**src/rtl/reset_seq_pkg.sv**
```systemverilog
// Shared types for the reset sequencer: FSM state encoding and reset-cause bit positions.
package reset_seq_pkg;

   typedef enum logic [1:0] {
      WAIT_LOCK = 2'd0,
      HOLD      = 2'd1,
      RELEASE   = 2'd2,
      RUN       = 2'd3
   } reset_state_e;

   localparam int CAUSE_W        = 5;
   localparam int CAUSE_POR      = 0;
   localparam int CAUSE_PLL_LOSS = 1;
   localparam int CAUSE_BUTTON   = 2;
   localparam int CAUSE_SW       = 3;
   localparam int CAUSE_WDT      = 4;

endpackage

```
**src/rtl/reset_sequencer_if.sv**
```systemverilog
// Request/status bundle between software-side logic and the reset sequencer.
interface reset_sequencer_if #(
   parameter int NUM_DOMAINS = 3
);
   import reset_seq_pkg::*;

   // Requests are single-cycle pulses with no ready/ack: the sequencer samples them on every
   // clock edge and never stalls. Status outputs are registered and valid every cycle.
   logic                   sw_reset_req_i;
   logic                   wdt_kick_i;
   logic [NUM_DOMAINS-1:0] domain_reset_o;
   logic                   all_ready_o;
   logic [CAUSE_W-1:0]     reset_cause_o;

   modport master (
      output sw_reset_req_i, wdt_kick_i,
      input  domain_reset_o, all_ready_o, reset_cause_o
   );

   modport slave (
      input  sw_reset_req_i, wdt_kick_i,
      output domain_reset_o, all_ready_o, reset_cause_o
   );

endinterface

```
**src/rtl/reset_debounce.sv**
```systemverilog
// 2-FF synchroniser followed by a stability debouncer; with DEBOUNCE_CYCLES=1 the synchroniser
// output is used directly.
module reset_debounce #(
   parameter int DEBOUNCE_CYCLES = 1
) (
   input  logic clk,
   input  logic rst_n,
   input  logic d_i,
   output logic level_o
);

   logic [1:0] sync_q;

   always_ff @(posedge clk or negedge rst_n) begin
      if (!rst_n) sync_q <= '0;
      else        sync_q <= {sync_q[0], d_i};
   end

   generate
      if (DEBOUNCE_CYCLES == 1) begin : g_sync_only
         assign level_o = sync_q[1];
      end else begin : g_debounce
         localparam int CW = $clog2(DEBOUNCE_CYCLES);
         logic [CW-1:0] cnt_q;
         logic          level_q;

         // The level flips on the Nth consecutive cycle the synced input disagrees with it.
         always_ff @(posedge clk or negedge rst_n) begin
            if (!rst_n) begin
               cnt_q   <= '0;
               level_q <= 1'b0;
            end else if (sync_q[1] == level_q) begin
               cnt_q <= '0;
            end else if (cnt_q == CW'(DEBOUNCE_CYCLES - 1)) begin
               cnt_q   <= '0;
               level_q <= sync_q[1];
            end else begin
               cnt_q <= cnt_q + 1'b1;
            end
         end

         assign level_o = level_q;
      end
   endgenerate

endmodule

```
**src/rtl/reset_sequencer.sv**
```systemverilog
// Staged multi-domain reset controller with cause recording.
// Optional watchdog compiled in with `define RESET_SEQ_WATCHDOG_EN.
module reset_sequencer
   import reset_seq_pkg::*;
#(
   parameter int NUM_DOMAINS      = 3,
   parameter int HOLD_CYCLES      = 31,
   parameter int STAGE_GAP_CYCLES = 16,
   parameter int DEBOUNCE_CYCLES  = 250000,
   parameter int KEY_WIDTH        = 4,
   parameter int KEY_VALUE        = 1,
   parameter int WDT_CYCLES       = 25000000
) (
   input  logic                 clk,
   input  logic                 reset_n_i,
   input  logic                 pll_locked_i,
   input  logic                 btn_i,
   input  logic [KEY_WIDTH-1:0] key_i,
   reset_sequencer_if.slave     bus,
   output reset_state_e         state_o
);

   localparam int CNT_MAX = (HOLD_CYCLES > STAGE_GAP_CYCLES) ? HOLD_CYCLES : STAGE_GAP_CYCLES;
   localparam int CNT_W   = $clog2(CNT_MAX + 1);

   reset_state_e           state_q, state_n;
   logic [CNT_W-1:0]       cnt_q, cnt_n;
   logic [NUM_DOMAINS-1:0] dom_q, dom_n, dom_shifted;
   logic                   ready_q, ready_n;
   logic [CAUSE_W-1:0]     cause_q, cause_n;
   logic                   btn_prev_q;
   logic                   lock_s, btn_lvl;
   logic                   loss_ev, btn_ev, sw_ev, wdt_ev, any_ev;

   reset_debounce #(.DEBOUNCE_CYCLES(1)) u_lock_sync (
      .clk(clk), .rst_n(reset_n_i), .d_i(pll_locked_i), .level_o(lock_s)
   );

   reset_debounce #(.DEBOUNCE_CYCLES(DEBOUNCE_CYCLES)) u_btn_deb (
      .clk(clk), .rst_n(reset_n_i), .d_i(btn_i), .level_o(btn_lvl)
   );

`ifdef RESET_SEQ_WATCHDOG_EN
   localparam int WDT_W = $clog2(WDT_CYCLES + 1);
   logic [WDT_W-1:0] wdt_q;

   // Runs only in RUN; any other state (including the edge that enters RUN) clears it.
   always_ff @(posedge clk or negedge reset_n_i) begin
      if (!reset_n_i)                                wdt_q <= '0;
      else if (state_q != RUN || bus.wdt_kick_i)     wdt_q <= '0;
      else if (wdt_q == WDT_W'(WDT_CYCLES - 1))      wdt_q <= '0;
      else                                           wdt_q <= wdt_q + 1'b1;
   end

   assign wdt_ev = (state_q == RUN) && !bus.wdt_kick_i && (wdt_q == WDT_W'(WDT_CYCLES - 1));
`else
   logic unused_kick;
   assign unused_kick = bus.wdt_kick_i;
   assign wdt_ev      = 1'b0;
`endif

   assign loss_ev     = !lock_s && (state_q != WAIT_LOCK);
   assign btn_ev      = btn_lvl && !btn_prev_q && (key_i == KEY_WIDTH'(KEY_VALUE));
   assign sw_ev       = bus.sw_reset_req_i;
   assign any_ev      = loss_ev || btn_ev || sw_ev || wdt_ev;
   assign dom_shifted = dom_q << 1;

   always_ff @(posedge clk or negedge reset_n_i) begin
      if (!reset_n_i) begin
         state_q    <= WAIT_LOCK;
         cnt_q      <= '0;
         dom_q      <= '1;
         ready_q    <= 1'b0;
         cause_q    <= CAUSE_W'(1) << CAUSE_POR;
         btn_prev_q <= 1'b0;
      end else begin
         state_q    <= state_n;
         cnt_q      <= cnt_n;
         dom_q      <= dom_n;
         ready_q    <= ready_n;
         cause_q    <= cause_n;
         btn_prev_q <= btn_lvl;
      end
   end

   always_comb begin
      state_n = state_q;
      cnt_n   = cnt_q;
      dom_n   = dom_q;
      ready_n = ready_q;
      cause_n = cause_q;

      if      (loss_ev) cause_n = CAUSE_W'(1) << CAUSE_PLL_LOSS;
      else if (btn_ev)  cause_n = CAUSE_W'(1) << CAUSE_BUTTON;
      else if (sw_ev)   cause_n = CAUSE_W'(1) << CAUSE_SW;
      else if (wdt_ev)  cause_n = CAUSE_W'(1) << CAUSE_WDT;

      case (state_q)
         WAIT_LOCK: begin
            if (lock_s) begin
               state_n = HOLD;
               cnt_n   = '0;
            end
         end
         HOLD: begin
            if (loss_ev) begin
               state_n = WAIT_LOCK;
            end else if (any_ev) begin
               cnt_n = '0;
            end else if (cnt_q == CNT_W'(HOLD_CYCLES - 1)) begin
               // Domains release by shifting zeros in from bit 0; all-zero means done.
               cnt_n   = '0;
               dom_n   = dom_shifted;
               ready_n = (dom_shifted == '0);
               state_n = (dom_shifted == '0) ? RUN : RELEASE;
            end else begin
               cnt_n = cnt_q + 1'b1;
            end
         end
         RELEASE, RUN: begin
            if (any_ev) begin
               dom_n   = '1;
               ready_n = 1'b0;
               cnt_n   = '0;
               state_n = loss_ev ? WAIT_LOCK : HOLD;
            end else if (state_q == RELEASE) begin
               if (cnt_q == CNT_W'(STAGE_GAP_CYCLES - 1)) begin
                  cnt_n   = '0;
                  dom_n   = dom_shifted;
                  ready_n = (dom_shifted == '0);
                  state_n = (dom_shifted == '0) ? RUN : RELEASE;
               end else begin
                  cnt_n = cnt_q + 1'b1;
               end
            end
         end
         default: state_n = WAIT_LOCK;
      endcase
   end

   assign bus.domain_reset_o = dom_q;
   assign bus.all_ready_o    = ready_q;
   assign bus.reset_cause_o  = cause_q;
   assign state_o            = state_q;

endmodule

```
**src/flat_wrapper.sv**
```systemverilog
// flat-port wrapper written by rule: the top's interface ports become plain ports
module reset_sequencer_flat import reset_seq_pkg::*;
#(
   parameter int NUM_DOMAINS      = 3,
   parameter int HOLD_CYCLES      = 31,
   parameter int STAGE_GAP_CYCLES = 16,
   parameter int DEBOUNCE_CYCLES  = 250000,
   parameter int KEY_WIDTH        = 4,
   parameter int KEY_VALUE        = 1,
   parameter int WDT_CYCLES       = 25000000
)
  (clk, reset_n_i, pll_locked_i, btn_i, key_i, state_o, bus_sw_reset_req_i, bus_wdt_kick_i, bus_domain_reset_o, bus_all_ready_o, bus_reset_cause_o);
  reset_sequencer_if #(.NUM_DOMAINS(NUM_DOMAINS)) bus_i ();
  input  logic clk;
  input  logic reset_n_i;
  input  logic pll_locked_i;
  input  logic btn_i;
  input  logic [KEY_WIDTH-1:0] key_i;
  output reset_state_e state_o;
  input wire logic [$bits(bus_i.sw_reset_req_i)-1:0] bus_sw_reset_req_i;
  input wire logic [$bits(bus_i.wdt_kick_i)-1:0] bus_wdt_kick_i;
  output wire logic [$bits(bus_i.domain_reset_o)-1:0] bus_domain_reset_o;
  output wire logic [$bits(bus_i.all_ready_o)-1:0] bus_all_ready_o;
  output wire logic [$bits(bus_i.reset_cause_o)-1:0] bus_reset_cause_o;
  assign bus_i.sw_reset_req_i = bus_sw_reset_req_i;
  assign bus_i.wdt_kick_i = bus_wdt_kick_i;
  assign bus_domain_reset_o = bus_i.domain_reset_o;
  assign bus_all_ready_o = bus_i.all_ready_o;
  assign bus_reset_cause_o = bus_i.reset_cause_o;
  reset_sequencer #(.NUM_DOMAINS(NUM_DOMAINS), .HOLD_CYCLES(HOLD_CYCLES), .STAGE_GAP_CYCLES(STAGE_GAP_CYCLES), .DEBOUNCE_CYCLES(DEBOUNCE_CYCLES), .KEY_WIDTH(KEY_WIDTH), .KEY_VALUE(KEY_VALUE), .WDT_CYCLES(WDT_CYCLES)) u_core (.clk(clk), .reset_n_i(reset_n_i), .pll_locked_i(pll_locked_i), .btn_i(btn_i), .key_i(key_i), .bus(bus_i), .state_o(state_o));
endmodule
```
**config.mk**
```make
export PLATFORM = sky130hd
export DESIGN_NAME = reset_sequencer_flat
export DESIGN_NICKNAME = d
export VERILOG_FILES = /design/src/rtl/reset_seq_pkg.sv /design/src/rtl/reset_sequencer_if.sv /design/src/rtl/reset_debounce.sv /design/src/rtl/reset_sequencer.sv /design/src/flat_wrapper.sv
export SDC_FILE = /design/constraint.sdc
export NUM_CORES = 1
export LEC_CHECK = 0
export ABC_CLOCK_PERIOD_IN_PS = 1650
export BUFFER_PORTS_ARGS = -buffer_cell sky130_fd_sc_hd__buf_2
export CORE_ASPECT_RATIO = 0.6
export CORE_MARGIN = 2
export CORE_UTILIZATION = 50
export CTS_BUF_LIST = sky130_fd_sc_hd__clkbuf_8
export DETAILED_ROUTE_END_ITERATION = 7
export PLACE_DENSITY = 0.78
export SETUP_SLACK_MARGIN = 0.05
export SYNTH_ARGS = -nofsm -noshare
export SYNTH_HDL_FRONTEND = slang
export SYNTH_SLANG_ARGS = --single-unit
```
**constraint.sdc**
```tcl
create_clock -name clk -period 1.65 [get_ports clk]
set_input_delay 0.165 -clock clk [delete_from_list [all_inputs] [get_ports clk]]
set_output_delay 0.165 -clock clk [all_outputs]
set_load 0.02 [all_outputs]
```
==> results of run 1 <==
## area by class of cell
class	instances	area, um2
well taps	47	58.8
clock inverters	2	35.0
multi-input cells	128	1070
flip-flops and latches	39	981
fillers	256	1020
inverters	12	45.0
repair buffers	55	405
clock buffers	6	82.6
## flip-flops by register name (all words and copies together), names as in the netlist
signal,flops
u_core.cnt_q,5
u_core.u_lock_sync.sync_q,2
u_core.btn_prev_q,1
u_core.u_btn_deb.sync_q,2
u_core.state_o,2
u_core.bus.domain_reset_o,3
u_core.bus.all_ready_o,1
u_core.u_btn_deb.g_debounce.cnt_q,18
u_core.u_btn_deb.level_o,1
u_core.bus.reset_cause_o,4
## cell usage in the layout, fill, tap and decap left out, drive strengths merged, types with 2 or more instances in the layout
| cell type | instances |
|---|---|
| clkbuf | 6 |
| a31oi | 3 |
| or2 | 3 |
| o22ai | 3 |
| nor2 | 26 |
| buf | 52 |
| xnor2 | 13 |
| nand3 | 11 |
| dfrtp | 35 |
| ha | 5 |
| nand4 | 5 |
| nand2b | 5 |
| o32ai | 2 |
| o21ai | 3 |
| inv | 12 |
| nand2 | 5 |
| mux2i | 2 |
| xor2 | 2 |
| dfstp | 4 |
| o32a | 2 |
| dlygate4sd3 | 3 |
| nor3 | 4 |
| a21oi | 8 |
| nor4 | 6 |
## cell families (layout without fill, tap and decap cells)
kind of cell	after synthesis	after routing	synth area share, %
compound gates	30	30	11.6
xor+xnor	15	15	6.76
fa+ha+maj	5	5	3.22
buf+inv	17	75	3.93
flops	39	39	50.5
mux	3	3	1.61
other cells	1	1	0.193
simple gates	74	74	22.2
## metal layers
layer  track usage, %  wire [um]  vias up
met4             3.97         24        0
met3             5.51        342        4
met2             31.4       2000       66
li1                 -          -      767
met5                0          0        -
met1             32.9       2430      780
## worst max path at each step
stage | startpoint | endpoint | slack [ns]
2_1_floorplan | u_core.u_btn_deb.g_debounce.cnt_q[9] | u_core.u_btn_deb.g_debounce.cnt_q[13] | 0.06
3_3_place_gp | u_core.u_btn_deb.g_debounce.cnt_q[13] | u_core.u_btn_deb.level_o | -0.06
3_5_place_dp | u_core.u_btn_deb.g_debounce.cnt_q[13] | u_core.u_btn_deb.level_o | -0.16
4_1_cts | u_core.u_btn_deb.g_debounce.cnt_q[13] | u_core.u_btn_deb.level_o | -0.11
5_1_grt | u_core.u_btn_deb.g_debounce.cnt_q[13] | u_core.u_btn_deb.g_debounce.cnt_q[2] | -0.08
6_report | u_core.u_btn_deb.g_debounce.cnt_q[13] | u_core.u_btn_deb.g_debounce.cnt_q[17] | -0.02
## power by group
part	switching (mW)	total, mW	internal, mW	leakage [nW]
Clock	0.335	0.824	0.489	0.0612
Combinational	0.0888	0.160	0.0713	0.588
Sequential	0.0254	1.00	0.977	0.511
## through the flow
stage	TNS (ns)	hold WS (ns)	instance area [um2]
floorplan	0	-0.131	1960
global placement	-0.0576	0.245	2240
detailed placement	-1.85	0.244	2240
CTS	-0.536	0.177	2530
global route	-1.13	0.209	2680
finish	-0.0207	0.188	2680
## repair_timing
| action | CTS | global route |
|---|---|---|
| hold endpoints to repair | 37 | 0 |
| setup endpoints to repair | 25 | 29 |
| gates resized for setup | 22 | 20 |
| pin swaps | 12 | 5 |
| setup buffers | 7 | 5 |
| hold buffers | 3 | 0 |
## worst register-to-register path: cells and delay by family (launching register included)
kind	cells	cell delay (ns)
simple gates	3	0.90
buf+inv	1	0.16
compound gates	1	0.15
flops	1	0.41
==> key figures, run 1 <==
Status
  – Status: complete, but fails checks
  – Failing checks: negative setup slack

Detailed routing
  – Final ANT Viol Nets: 0
  – DRC viols: 0
  – DR iter-0 viols: ~150
  – Total Wirelength: between 4 and 5 mm
  – Vias per Instance: between 5 and 6
  – DR vias: approximately 1600
  – DR WL/cell: between 15 and 20 um
  – TritonRoute pass-1 iters: 5

GRT
  – Total routing usage reported by global routing: a little over a fifth
  – Largest net degree at the start of global routing: 40
  – Initial antenna violation count: 0
  – First-pass GRT wire length: between 7 and 8 mm
  – Overflow after GRT: 0
  – Vias in the first global route: approximately 1500

Cells and area
  – Final net count: 256
  – Layout cell share with drive strength beyond 1: between 40% and 50%
  – Area Growth Syn to Fin: 38.1%
  – ANT cells: 0
  – Utilization after layout: between 70 and 80%
  – Final cell count without fillers: a little under 300

CTS
  – Clock transition at the registers of the reported paths: around 0.08 ns
  – CTS buffer count: 5
  – CTS tree: yes
  – Later-pin clock latency in the skew report: 0.29 ns
  – Clock buffer depth: 2
  – H-tree depth: 2
  – CTS sink cnt: 39
  – Root buffer cell: clkbuf_8

Setup path
  – CP Data Arrival Time: between 1.5 and 2 ns
  – Largest delay share family, worst path: simple AND/OR/NAND/NOR gates
  – Crit-path max FO: 3
  – FF-to-FF Start: u_core.u_btn_deb.g_debounce.cnt_q[13]
  – R2R setup slack: -0.02 ns
  – CP required: about 1.9 ns
  – CP endpoint kind: flop
  – Critical Path Max Stage Delay: 0.50 ns
  – Buf/Inv on CP: 1
  – WS Path Type: flop to flop
  – Cell Chain, Critical Path: buf_4 > nand3_2 > or2_4 > or4_1 > a21oi_2
  – Setup crit start kind: flop
  – Critical path depth in cells: 5
  – Cell depth of the worst flop-to-flop path: 5
  – Slowest cell on crit path: or4_1
  – Crit Reg-Reg Endpoint: u_core.u_btn_deb.g_debounce.cnt_q[17]

Die
  – Die Y: approximately 52 um
  – Die width: roughly 84 um
  – # IOs: 21
  – Die area: ~4400 um2
  – Initial core utilization: between 50% and 60%
  – Row count: 17
  – Core Box Area: about 3700 um2

Logic synthesis
  – Post-synth ARST share: between 90% and 100%
  – Seq/Total Area, Yosys: 50.5%
  – Main synth FF type: dfrtp_1
  – Post-synth EDFFs: 0
  – Mapped Cells: approximately 180
  – Post-synthesis cell area: between 1500 and 2000 um2
  – Synth area leaders: dfrtp_1 (45%), xnor2_1 (5.9%), dfstp_2 (5.4%)
  – Post-synthesis net count: 199
  – Yosys cell types: 52
  – Most common library cells after synthesis: dfrtp_1 (35), nor2_1 (26), xnor2_1 (13), inv_1 (12), nand3_1 (9)
  – Area fraction of the dominant cell type after synthesis: about 45%
  – Most frequent cell after synthesis: dfrtp_1
  – YS warnings: 0
  – Syn Area/Cell: roughly 11 um2
  – Post-synthesis register bit count: 39
  – Cell accounting for the most synthesized area: dfrtp_1

Place
  – Pre-CTS WS: -0.161 ns
  – I/O Buffers: 18
  – Dpl hpwl: ~2.9 mm
  – DP Cell Count: roughly 270
  – Gpl congestion: approximately 0.92

Power
  – Leak: between 1 and 1.5 nW
  – Power, Total: approximately 2.0 mW
  – Pwr dens: between 700 and 800 nW/um2
  – Peak VDD IR: between 600 and 700 uV

Worst hold path
  – Hold Path Stages: 3
  – Worst Hold Path EP: u_core.bus.reset_cause_o[2]
  – Hold path startpoint: bus_sw_reset_req_i
  – Worst hold path class: primary input to flop

STA
  – Final hold vios: 0
  – PnR worst setup slack: -0.0207 ns
  – Endpoints failing setup: 1
  – RSZ-0062 raised after global routing: true
  – Tmin final: between 1.5 and 2 ns
  – Final Cycle Share: 101%
  – Skew final: 0.00976 ns
  – FMAX: approximately 0.6 GHz
  – Final slew viol count: 0

Job
  – Maxcap violations: 0
(Power assumes the default switching activity.)
==> run 2: changes to the inputs <==
SKIP_LAST_GASP = 1   (was unset)
==> run 2 against run 1 <==
Compared with the run above: the flow still finishes with violations (negative setup slack); count of clock-buffer cells in the layout unchanged; routed wire length up 1.4%; worst setup slack lost 0.024 ns; clock power fell by 0.6%; fmax down 1.4%; first-iteration DRC count increased by 20%; non-clock buffer count is the same; clock skew down 0.0022 ns; critical path type unchanged; critical endpoint is now u_core.u_btn_deb.g_debounce.cnt_q[13]; highest routed layer unchanged.
==> key figures, run 2 (synthesis gave the netlist of run 1 again) <==
Status
  – Status: complete, but fails checks
  – Failing checks: negative setup slack

Cells and area
  – Final cell count without fillers: 289 (unchanged)
  – Largest reg by FF count: u_core.u_btn_deb.g_debounce.cnt_q
  – Most frequent cells in the layout: dfrtp_1 (35), buf_4 (26), nor2_1 (25), buf_2 (18), xnor2_1 (13)
  – Layout cell share with drive strength beyond 1: 41.3% (-0.83 points)
  – Final net count: 256 (unchanged)
  – Post-route cell area: 2680 um2 (-0.23%)
  – ANT cells: 0 (unchanged)
  – Utilization after layout: 72.3% (-0.17 points)
  – Max reg flops: 18 (unchanged)
  – Most common cell after layout, fill and taps aside: dfrtp_1
  – Area Growth Syn to Fin: 37.7%

CTS
  – Later-pin clock latency in the skew report: 0.28 ns (about the same)
  – CTS buffer count: 5 (unchanged)
  – Clock transition at the registers of the reported paths: 0.07 ns (about the same)
  – CTS sink cnt: 39 (unchanged)
  – Clock buffer depth: 2 (unchanged)
  – H-tree depth: 2 (unchanged)
  – CTS tree: yes
  – Root buffer cell: clkbuf_8

Setup path
  – CP required: 1.82 ns (-0.05 ns)
  – Setup crit start kind: flop
  – CP endpoint kind: flop
  – Slowest cell on crit path: dfrtp_1
  – Cell Chain, Critical Path: nor4_4 > nand4_1 > buf_4 > o41ai_4 > buf_6 > nor2_1
  – WS Path Type: flop to flop
  – Critical Path Max Stage Delay: 0.42 ns (-0.08 ns)
  – Crit-path max FO: 8 (+5)
  – CP Data Arrival Time: 1.87 ns (-0.03 ns)

Power
  – Pwr dens: 740 nW/um2 (about the same)
  – Peak VDD IR: 625 uV (-9.3%)
  – Leak: 1.16 nW (about the same)

STA
  – PnR worst setup slack: -0.0444 ns (-0.0237 ns)
  – Final Cycle Share: 103% (+1.4 points)
  – RSZ-0062 raised after global routing: true
  – Skew final: 0.00753 ns (-0.00222 ns)
  – FMAX: 0.590 GHz (-1.4%)
  – Fin Setup TNS: -0.559 ns (-0.538 ns)
  – Final hold vios: 0 (unchanged)
  – Tmin final: 1.69 ns (+0.0237 ns)
  – Endpoints failing setup: 18 (+17)
  – Final slew viol count: 0 (unchanged)

Die
  – Die width: 84.5 um (unchanged)
  – Core Box Area: 3700 um2 (unchanged)
  – Row count: 17 (unchanged)
  – Die area: 4420 um2 (unchanged)
  – Initial core utilization: 52.5% (unchanged)
  – Die Y: 52.3 um (unchanged)
  – # IOs: 21 (unchanged)

Detailed routing
  – DRC viols: 0 (unchanged)
  – DR iter-0 viols: 178 (+20%)
  – DR vias: 1670 (+3.3%)
  – TritonRoute pass-1 iters: 5 (unchanged)
  – Vias per Instance: 5.78 (+3.3%)
  – DR WL/cell: 16.8 um (+1.4%)
  – Total Wirelength: 4.87 mm (+1.4%)
  – Final ANT Viol Nets: 0 (unchanged)

GRT
  – First-pass GRT wire length: 7.35 mm (unchanged)
  – Vias in the first global route: 1517 (+1.7%)
  – Largest net degree at the start of global routing: 40 (unchanged)
  – Initial antenna violation count: 0 (unchanged)
  – Total routing usage reported by global routing: 21.6% (about the same)
  – Overflow after GRT: 0 (unchanged)

Place
  – Dpl hpwl: 2.89 mm (unchanged)
  – DP Cell Count: 266 (unchanged)
  – I/O Buffers: 18 (unchanged)
  – Placed inst area: 2240 um2 (unchanged)
  – Gpl congestion: 0.924 (unchanged)

Worst hold path
  – Worst hold path class: primary input to flop

Job
  – Maxcap violations: 0 (unchanged)
-- run 2: final cells by class --
cell class / instances / area (um2)
Clock buffer: 6 / 82.6
Timing Repair Buffer: 55 / 405
Fill cell: 257 / 1020
Tap cell: 47 / 58.8
Clock inverter: 2 / 35.0
Multi-Input combinational cell: 128 / 1070
Inverter: 12 / 45.0
Sequential cell: 39 / 981
-- run 2: timing repair --
item | CTS | global route
setup buffers | 7 | 5
endpoints found under the setup margin | 25 | 29
pin swaps | 12 | 6
endpoints found under the hold margin | 37 | 0
hold buffers | 3 | 0
gates resized for setup | 18 | 22
-- run 2: worst paths after layout --
path / depth (start not counted) / start / endpoint / slack (ns)
setup / recovery: 6 / u_core.u_btn_deb.g_debounce.cnt_q[13] / u_core.u_btn_deb.g_debounce.cnt_q[13] / -0.04
hold / removal: 3 / bus_sw_reset_req_i / u_core.bus.reset_cause_o[2] / 0.19
setup reg to reg: 6 / u_core.u_btn_deb.g_debounce.cnt_q[13] / u_core.u_btn_deb.g_debounce.cnt_q[13] / -0.04
hold reg to reg: 0 / u_core.u_lock_sync.sync_q[0] / u_core.u_lock_sync.sync_q[1] / 0.35
max in group asynchronous: 3 / reset_n_i / u_core.bus.domain_reset_o[1] / 0.83
min in group asynchronous: 3 / reset_n_i / u_core.u_btn_deb.sync_q[0] / 0.46
-- run 2: power breakdown --
| group | switching, mW | internal [mW] |
|---|---|---|
| combinational | 0.0874 | 0.0712 |
| clock | 0.330 | 0.489 |
| sequential | 0.0255 | 0.977 |
-- run 2: worst max-delay path: cells and delay by family (launching register included) --
kind                   cells  cell delay, ns
DFF                        1            0.42
and+or+nand+nor            3            0.51
AOI/OAI and AO/OA          1            0.27
buffers and inverters      2            0.37
-- run 2: metal layers --
| metal | vias to the layer above | track usage, % | wire, um |
|---|---|---|---|
| li1 | 764 | - | - |
| met1 | 822 | 32.9 | 2320 |
| met2 | 76 | 30.7 | 2160 |
| met3 | 8 | 5.98 | 345 |
| met4 | 0 | 4.76 | 40 |
| met5 | - | 0 | 0 |
-- run 2: metrics by stage --
| step | total power, mW | hold slack, ns | setup WS (ns) |
|---|---|---|---|
| after floorplan | 1.08 | -0.131 | 0.0557 |
| after global placement | 1.14 | 0.245 | -0.0576 |
| after detailed placement | 1.14 | 0.244 | -0.161 |
| after CTS | 1.97 | 0.177 | -0.106 |
| after global routing | 2.05 | 0.209 | -0.118 |
| final | 1.98 | 0.191 | -0.0444 |
==> run 3: changes to the inputs <==
ABC_AREA = 1   (was unset)
GPL_TIMING_DRIVEN = 0   (was unset)
==> run 3 against run 2 <==
Compared with the run above: the flow finishes with violations (negative hold slack); final cell count rose by 27%; register-to-register slack improved by 0.13 ns; critical path depth rose by 3; clock skew rose by 0.0010 ns; largest power group unchanged.
==> key figures, run 3 <==
STA
  – FMAX: 0.638 GHz (+8.1%)
  – Final Cycle Share: 95.0% (-7.7 points)
  – Max-slew headroom: between 40% and 50%
  – RSZ-0062 raised after global routing: true
  – Hold Slack: -0.0257 ns (-0.217 ns)
  – Tmin final: 1.57 ns (-0.128 ns)
  – Final hold vios: 35 (+35)
  – Endpoints failing setup: 0 (-18)
  – Skew final: 0.00853 ns (+0.000995 ns)
  – Final slew viol count: 0 (unchanged)
  – Worst-Margin Slew: between 0.8 and 0.9 ns

Die
  – Die width: 88.5 um (+4.8%)
  – Die area: 4840 um2 (+9.6%)
  – Initial core utilization: 52.0% (-0.50 points)
  – Row count: 18 (+1)
  – Die Y: 54.7 um (+4.6%)
  – Core Box Area: 4120 um2 (+11%)
  – # IOs: 21 (unchanged)

Detailed routing
  – DRC viols: 0 (unchanged)
  – DR vias: 1833 (+9.8%)
  – TritonRoute pass-1 iters: 4 (-1)
  – DR WL/cell: 12.9 um (-23%)
  – DR iter-0 viols: 198 (+11%)
  – Final ANT Viol Nets: 0 (unchanged)
  – Vias per Instance: 4.98 (-14%)
  – Total Wirelength: 4.76 mm (-2.2%)

GRT
  – First-pass GRT wire length: 7.60 mm (+3.4%)
  – Initial antenna violation count: 0 (unchanged)
  – Largest net degree at the start of global routing: 40 (unchanged)
  – Vias in the first global route: 1606 (+5.9%)
  – Total routing usage reported by global routing: 21.4% (-0.27 points)
  – Overflow after GRT: 0 (unchanged)

Setup path
  – Crit-path max FO: 3 (-5)
  – CP required: 1.87 ns (+0.05 ns)
  – CP endpoint kind: flop
  – Cell Chain, Critical Path: ha_2 > nand2_2 > inv_1 > ha_4 > nor2_4 > inv_2 > a21oi_4 > nand3_1 > nand2_1
  – Largest delay share family, worst path: simple AND/OR/NAND/NOR gates
  – Buf/Inv on CP: 2 (unchanged)
  – Critical Path Max Stage Delay: 0.40 ns (-0.02 ns)
  – WS Path Type: flop to flop
  – Setup crit start kind: flop
  – Slowest cell on crit path: dfrtp_1
  – CP Data Arrival Time: 1.79 ns (-0.08 ns)

Power
  – Pwr dens: 859 nW/um2 (+16%)
  – Power, Total: 2.22 mW (+12%)
  – Leak: 1.31 nW (+12%)
  – Peak VDD IR: 441 uV (-29%)

Logic synthesis
  – Seq/Total Area, Yosys: 45.8% (-4.7 points)
  – Synth area leaders: dfrtp_1 (41%), nand2_1 (13%), nor2_1 (7.2%)
  – Most frequent cell after synthesis: nand2_1
  – Post-synthesis register bit count: 39 (unchanged)
  – YS warnings: 0 (unchanged)
  – Most common library cells after synthesis: nand2_1 (72), nor2_1 (41), inv_1 (36), dfrtp_1 (35), nand3_1 (19)
  – Yosys cell types: 31 (-40%)
  – Post-synthesis net count: 286 (+44%)
  – Syn Area/Cell: 7.91 um2 (-25%)
  – Post-synth ARST share: 100% (unchanged)
  – Cell accounting for the most synthesized area: dfrtp_1
  – Main synth FF type: dfrtp_1
  – Area fraction of the dominant cell type after synthesis: 40.9% (-4.2 points)
  – Post-synth EDFFs: 0 (unchanged)
  – Mapped Cells: 271 (+47%)
  – Post-synthesis cell area: 2140 um2 (+10%)

Place
  – Dpl hpwl: 3.21 mm (+11%)
  – Gpl congestion: 0.901 (-2.5%)
  – DP Cell Count: 349 (+31%)
  – I/O Buffers: 18 (unchanged)

Worst hold path
  – Worst hold path class: primary input to async pin

CTS
  – CTS buffer count: 5 (unchanged)
  – Clock buffer depth: 2 (unchanged)
  – CTS tree: yes
  – Later-pin clock latency in the skew report: 0.29 ns (about the same)
  – CTS sink cnt: 39 (unchanged)
  – Root buffer cell: clkbuf_8
  – H-tree depth: 2 (unchanged)
  – Clock transition at the registers of the reported paths: 0.08 ns (about the same)

Status
  – Status: complete, but fails checks
  – Failing checks: negative hold slack

Cells and area
  – Sequential Area: 982 um2 (+0.13%)
  – ANT cells: 0 (unchanged)
  – Final net count: 322 (+26%)
  – Area Growth Syn to Fin: 20.5%
  – Footprint of the multi-input gates: 1090 um2 (+2.2%)
  – Max reg flops: 18 (unchanged)
  – Largest reg by FF count: u_core.u_btn_deb.g_debounce.cnt_q
  – Layout cell share with drive strength beyond 1: 26.0% (-15 points)
  – Final cell count without fillers: 368 (+27%)
  – Most frequent cells in the layout: nand2_1 (66), nor2_1 (37), inv_1 (34), dfrtp_1 (34), buf_2 (19)
  – Most common cell after layout, fill and taps aside: nand2_1
  – Filler cells: 344 (+34%)

Job
  – Maxcap violations: 0 (unchanged)
[run 3: where the power goes]
part | leakage, nW | internal (mW) | total (mW) | switching (mW)
clock | 0.0453 | 0.289 | 0.621 | 0.331
combinational | 0.750 | 0.193 | 0.539 | 0.346
sequential | 0.510 | 1.01 | 1.06 | 0.0440
[run 3: stage by stage]
| step | setup TNS [ns] | utilization (%) | instance area, um2 | worst slack [ns] |
|---|---|---|---|---|
| after global routing | -0.0295 | 62.7 | 2580 | -0.0228 |
| after detailed placement | -0.463 | 56.0 | 2310 | -0.132 |
| final | 0 | 62.7 | 2580 | 0.0832 |
| after CTS | 0 | 59.4 | 2450 | 0.0740 |
| after floorplan | 0 | - | 2140 | 0.0912 |
| after global placement | -0.223 | 56.0 | 2310 | -0.0626 |
[run 3: per-layer routing]
metal	wire, um	vias to the layer above	global-route usage [%]
li1	-	922	-
met1	2390	847	32.7
met2	2050	62	30.3
met3	290	2	5.43
met4	28	0	4.55
met5	0	-	0
[run 3: cell families after synthesis]
family          count (synthesis)  synth area share, %
other cells                     1                0.175
fa+ha+maj                       5                 2.92
flops                          39                 45.8
xor+xnor                        8                 3.27
simple gates                  162                 35.7
compound gates                 14                 4.44
buf+inv                        42                 7.71
[run 3: what timing repair did]
action | CTS | global route
pin swaps | 2 | 12
buffers inserted | 3 | 6
hold buffers | 2 | 0
resized for setup | 3 | 28
endpoints found under the setup margin | 9 | 23
hold endpoints to repair | 2 | 0
[run 3: worst paths after layout]
check                                            from                              endpoint  slack (ns)  cells after the start
setup / recovery                      u_core.cnt_q[0]                       u_core.cnt_q[2]        0.08                      9
hold / removal                              reset_n_i  u_core.u_btn_deb.g_debounce.cnt_q[4]       -0.03                      1
setup reg to reg                      u_core.cnt_q[0]                       u_core.cnt_q[2]        0.08                      9
hold reg to reg            u_core.u_btn_deb.sync_q[0]            u_core.u_btn_deb.sync_q[1]        0.35                      0
max in group asynchronous                   reset_n_i                     u_core.state_o[1]        1.09                      1
min in group clk                   bus_sw_reset_req_i           u_core.bus.reset_cause_o[3]        0.15                      2
[run 3: layout make-up]
class | instances | area share, %
Multi-Input combinational cell | 190 | 42.3
Sequential cell | 39 | 38.0
Timing Repair Buffer | 29 | 7.02
Inverter | 40 | 6.00
Tap cell | 60 | 2.91
Clock buffer | 5 | 2.66
Clock inverter | 3 | 0.630
Buffer | 2 | 0.484
[run 3: worst reg2reg max path, cell delays in order, from the launching register on]
cell and delay (ns):
dfrtp_1 0.40, ha_2 0.21, nand2_2 0.08, inv_1 0.07
ha_4 0.17, nor2_4 0.15, inv_2 0.07, a21oi_4 0.15
nand3_1 0.11, nand2_1 0.08
